File: src/rtl/fetch_queue.sv
// Instruction prefetch queue between fetch and decode: buffers {pc, instr} pairs,
// presents the head show-ahead to decode, and discards everything on a taken-branch flush.
module fetch_queue #(
    parameter int DEPTH = 4,
    parameter int PTR_W = 2
) (
    input  logic             clk_i,
    input  logic             rst_i,
    input  logic             fetch_valid_i,
    input  logic [31:0]      fetch_instr_i,
    input  logic [31:0]      fetch_pc_i,
    output logic             fetch_ready_o,
    output logic             dec_valid_o,
    output logic [31:0]      dec_instr_o,
    output logic [31:0]      dec_pc_o,
    input  logic             dec_ready_i,
    input  logic             flush_i,
    output logic [PTR_W:0]   count_o
);

    localparam logic [PTR_W:0] FULL_COUNT = (PTR_W + 1)'(DEPTH);
    localparam logic [PTR_W:0] ONE_COUNT  = (PTR_W + 1)'(1);
    localparam logic [PTR_W-1:0] ONE_PTR  = PTR_W'(1);

    logic [63:0]      mem [DEPTH];
    logic [63:0]      head_entry;

    logic [PTR_W-1:0] wr_ptr_reg, wr_ptr_next;
    logic [PTR_W-1:0] rd_ptr_reg, rd_ptr_next;
    logic [PTR_W:0]   count_reg, count_next;

    logic             push;
    logic             pop;

    // Handshake status is a pure function of occupancy, never of dec_ready_i.
    assign fetch_ready_o = (count_reg < FULL_COUNT);
    assign dec_valid_o   = (count_reg != '0);
    assign count_o       = count_reg;

    assign push = fetch_valid_i & fetch_ready_o & ~flush_i;
    assign pop  = dec_valid_o & dec_ready_i & ~flush_i;

    // Empty queue shows an all-zero word so decode sees a bubble with zero immediate.
    assign head_entry  = mem[rd_ptr_reg];
    assign dec_instr_o = dec_valid_o ? head_entry[31:0]  : 32'b0;
    assign dec_pc_o    = dec_valid_o ? head_entry[63:32] : 32'b0;

    always_comb begin
        wr_ptr_next = wr_ptr_reg;
        rd_ptr_next = rd_ptr_reg;
        count_next  = count_reg;
        if (flush_i) begin
            wr_ptr_next = '0;
            rd_ptr_next = '0;
            count_next  = '0;
        end else begin
            if (push) begin
                wr_ptr_next = wr_ptr_reg + ONE_PTR;
            end
            if (pop) begin
                rd_ptr_next = rd_ptr_reg + ONE_PTR;
            end
            case ({push, pop})
                2'b10:   count_next = count_reg + ONE_COUNT;
                2'b01:   count_next = count_reg - ONE_COUNT;
                default: count_next = count_reg;
            endcase
        end
    end

    always_ff @(posedge clk_i or negedge rst_i) begin
        if (!rst_i) begin
            wr_ptr_reg <= '0;
            rd_ptr_reg <= '0;
            count_reg  <= '0;
        end else begin
            wr_ptr_reg <= wr_ptr_next;
            rd_ptr_reg <= rd_ptr_next;
            count_reg  <= count_next;
        end
    end

    // Storage needs no reset; occupancy alone decides what is visible.
    always_ff @(posedge clk_i) begin
        if (push) begin
            mem[wr_ptr_reg] <= {fetch_pc_i, fetch_instr_i};
        end
    end

endmodule

File: config.mk
export PLATFORM = sky130hd
export DESIGN_NAME = fetch_queue
export DESIGN_NICKNAME = d
export VERILOG_FILES = /design/src/rtl/fetch_queue.sv
export SDC_FILE = /design/constraint.sdc
export NUM_CORES = 1
export LEC_CHECK = 0
export CAP_MARGIN = 0
export CORE_MARGIN = 3
export CORE_UTILIZATION = 59
export CTS_CLUSTER_SIZE = 30
export DETAILED_ROUTE_END_ITERATION = 10
export GPL_TIMING_DRIVEN = 0
export PLACE_DENSITY = 0.85
export SYNTH_ARGS = -nofsm -noshare
export SYNTH_HDL_FRONTEND = slang
export SYNTH_SLANG_ARGS = --single-unit
File: constraint.sdc
create_clock -name clk_i -period 6.31 [get_ports clk_i]
set_input_delay 1.893 -clock clk_i [delete_from_list [all_inputs] [get_ports clk_i]]
set_output_delay 1.893 -clock clk_i [all_outputs]
set_load 0.02 [all_outputs]
---- After elaboration in Yosys (flattened, before gate mapping) ----
Memories as Yosys holds them, arrays and structs flattened.
Cells that the tools add are included.
word-level totals
  register bits after elaboration ......... 7
  memory bits (writable) .................. 256
  input port bits ......................... 69
  output and inout port bits .............. 69
  logic and storage cells ................. 30
  memories kept ........................... 1
operators by class
  $add $sub $neg .......................... 4
  $lt $le $gt $ge ......................... 1
  equality and inequality tests ........... 2
  muxes and demuxes ....................... 10
  bitwise logic cells ..................... 5
  reduce and logical (&&, ||, !) cells .... 4
memory list
  memory  words  width  rd ports  clocked after memory_dff  write ports  RTL line  source
  mem     4      64     1         0                         1            25        logic [63:0] mem [DEPTH];
operators with widths
  cell                 count
  $mux 32              2
  $mux 2               4
  $pmux 3 s2           1
  $reduce_bool 3->1    2
  $add 2x1->2 const B  2
  $and 1x1->1          4
  $reduce_bool 2->1    2
  $add 3x1->3 const B  1
  $lt 3x3->1 const B   1
  $mux 3               1
  $sub 3x1->3 const B  1
  $eq 2x1->1 const B   1
  $eq 2x2->1 const B   1
  $mux 1               2
  $not 1->1            1

---- Logic depth before layout (Yosys ltp) ----
  depth in word-level cells ............... 6
  mapped depth ............................ 10
  depth with buffers taken out ............ 8

---- Worst setup path after synthesis ----
No wires, ideal clock.
  path type ............................... input to register
  start ................................... input port fetch_valid_i
  end ..................................... memory mem[0][0] (enable)
  library setup time ...................... 0.429 ns
  arrival ................................. 3.909 ns
  required time ........................... 5.881 ns
  slack ................................... 1.972 ns
  stages on the path ...................... 4
  path buffers ............................ 1
  path through ............................ nor2b_1 > buf_2 > nor2b_1 > and2_1
on the way
  longest elaborated chain between the ends .. 4
RTL lines
  what                          RTL line  source
  from (decl)                   9         input logic fetch_valid_i,
  $and 1x1->1 (2 in series)     40        assign push = fetch_valid_i & fetch_ready_o & ~flush_i;
  $mux 1                        85        if (push) begin
  $mux 1 (not written as such)  86        mem[wr_ptr_reg] <= {fetch_pc_i, fetch_instr_i};
  to (decl)                     25
Every way passes these cells.

---- Worst setup path after layout ----
  start ................................... register count_reg[0], in the netlist count_o[0]
  end ..................................... output port dec_pc_o[20]
on the way
  longest elaborated chain between the ends .. 2
RTL lines
  what                    RTL line  source
  from (decl)             30        logic [PTR_W:0] count_reg, count_next;
  from (signal assigned)  79        count_reg <= count_next;
  $reduce_bool 3->1       37        assign dec_valid_o = (count_reg != '0);
  $mux 32                 46        assign dec_pc_o = dec_valid_o ? head_entry[63:32] : 32'b0;
  to (decl)               15        output logic [31:0] dec_pc_o,
Every way passes these cells.

==> out/qor.yml <==
post_cts_buffers: 0
routed_wl_um: 19200
core-area_mm2: 0.0168
numCtsBuffers: 26
worst_hold_slack_ns: 0.648
tritoncts: "done"
cts_resized: 0
status: "completed"
fin_crit_ns: 4.70
drt_first_pass_iters: 5
fin_area_mm2: 0.0128
cp_max_fo: 10
async_flop_share_pct: 2.66
synth_area_leaders: "edfxtp_1, mux4_2, and2_1"
antenna_found_initial: 0
ir_worst_vdd_mv: 0.290
grt_pass1_vias: 5374
grt_use_total_pct: 21.0
powerDensity_mw_per_mm2: 340
total_leakage_power_nw: 4.13
antenna_cells: 0
clock_sinks: 263
slowest_stage: "clkdlybuf4s50_1"
place_area_mm2: 0.0119
avgSynthCellArea_um2: 21.9
synth.largest_area_cell: "edfxtp_1"
fmax_mhz: 213
place.gp.congestion: 0.756
initial_utilization_pct: 60.7
timing.rr.start: "count_o[1]$_DFFE_PN0P_"
yosysUniqueCellTypes: 29
worstHoldStart: "wr_ptr_reg[0]$_DFFE_PN0P_"
syn_to_final_growth_pct: 25.5
overflow: 0
post_drt_wl_per_cell_um: 22.0
crit_type: "reg -> out"
largest_reg_flops: 256
final_util_pct: 76.2
ios: 138
tns_ns: 0
clkLatencyLatePin_ns: 0.52
final_hold_viol_count: 0
avgViaCountPerCell: 5.71
end_kind: "output pin"
synth.yosys.seq_area_share_pct: 77.2
crit_arrival_ns: 2.81
start_kind: "flop"
tightest_slew_ns: 0.708
grt_max_degree: 54
synth_top_area_share_pct: 75.5
slew_headroom_pct: 52.8
slew_viol_final: 0
p_total_mw: 4.34
syn_nets: 539
regMostFlops: "mem"
clk_pin_slew_ns: 0.06
drive_above_1_share_pct: 18.8
syn_inst: 465
drtAntennaViolNets: 0
crit_path_cell_trace: "or3_1 > buf_2 > clkbuf_1 > and2_1 > clkdlybuf4s50_1"
ys_ff_latch: 263
period_share_pct: 74.5
maxCapViolations: 0
ys.flop_type: "edfxtp_1"
yosysWarnings: 0
hp-class: "reg -> reg"
first_iter_violations: 374
hpwl_um: 11800
die-width_um: 137
synth_edf_count: 256
hold_buffers: 0
fp.dieArea_mm2: 0.0189
rsz0062_at_grt: "no"
slowest_delay_ns: 0.62
cp.required_ns: 4.42
final_nets: 707
grt_pass1_wl_um: 29600
finalClockSkew_ns: 0.00638
drc: 0
clk_path_buf_depth: 3
dr_total_vias: 4989
row_count: 47
cp-startpoint: "count_o[0]$_DFFE_PN0P_"
die_h_um: 137
cts-htree-levels: 1
portBuffers: 136
cts_root_buf: "clkbuf_16"
setup_viol: 0
synthesis.area_mm2: 0.0102
-- worst paths after layout --
kind / end / slack, ns / cells past startpoint
worst min register to register: wr_ptr_reg[0]$_DFFE_PN0P_ / 0.65 / 2
worst min-delay path: wr_ptr_reg[0]$_DFFE_PN0P_ / 0.65 / 2
max in group asynchronous: count_o[1]$_DFFE_PN0P_ / 4.40 / 1
worst max-delay path: dec_pc_o[20] / 1.61 / 5
min in group asynchronous: count_o[2]$_DFFE_PN0P_ / 1.65 / 1
worst max register to register: count_o[2]$_DFFE_PN0P_ / 3.56 / 9
-- layout by cell type (no fill, tap or decap), types with 3 or more instances in the layout --
cell	count
ha_1	4
and2_4	4
clkdlybuf4s50_1	136
clkbuf_1	14
bufinv_16	3
buf_6	5
clkbuf_16	27
edfxtp_1	256
inv_1	3
buf_2	9
and2_1	64
mux4_2	64
nand2_1	3
dfrtp_1	7
nor2_1	8
a21oi_1	5
clkinv_1	8
-- through the flow --
step	cells	setup slack, ns
global route	873	1.47
CTS	873	1.58
detailed placement	825	1.99
floorplan	465	1.97
global placement	821	0.186
finish	873	1.61
-- worst max-delay path: cells and delay by family, from the launching register on --
kind          cells  cell delay (ns)
flops             1             0.55
buf+inv           3             1.25
simple gates      2             0.49
-- cells in the mapped netlist, drive strengths merged (3+ instances only) --
cell	count
edfxtp	256
and2	68
mux4	64
buf	16
clkbuf	9
nor2	8
dfrtp	7
a21oi	5
ha	4
inv	3
nand2	3
-- kinds of logic (layout without fill, tap and decap cells) --
kind of cell	Yosys count	after routing	share of synthesized area (%)
XOR/XNOR	4	4	0.344
flip-flops	263	263	77.2
buffers and inverters	28	216	1.59
AND/OR/NAND/NOR	88	88	5.15
adder cells (fa/ha/maj)	5	5	0.688
AO/OA/AOI/OAI	12	12	0.750
multiplexers	65	65	14.3
-- final cells by class --
class	instances	area, µm²
timing repair buffer	140	1460
multi-input combinational	174	2170
fill	903	3990
sequential	263	7860
clock inverter	16	156
tap	220	275
clock buffer	32	694
inverter	3	11.3
buffer	25	150
-- layer usage --
layer  track usage (%)  part of all wire, %
met2              35.3                   51
met5                 0                    0
met4              5.71                  2.1
met3              5.11                  7.7
met1              27.9                   39
-- power breakdown --
part | switching [mW] | internal (mW)
combinational | 0.402 | 0.411
clock | 0.618 | 0.904
sequential | 0.0221 | 1.98
total | 1.04 | 3.30
(Power assumes the default switching activity.)
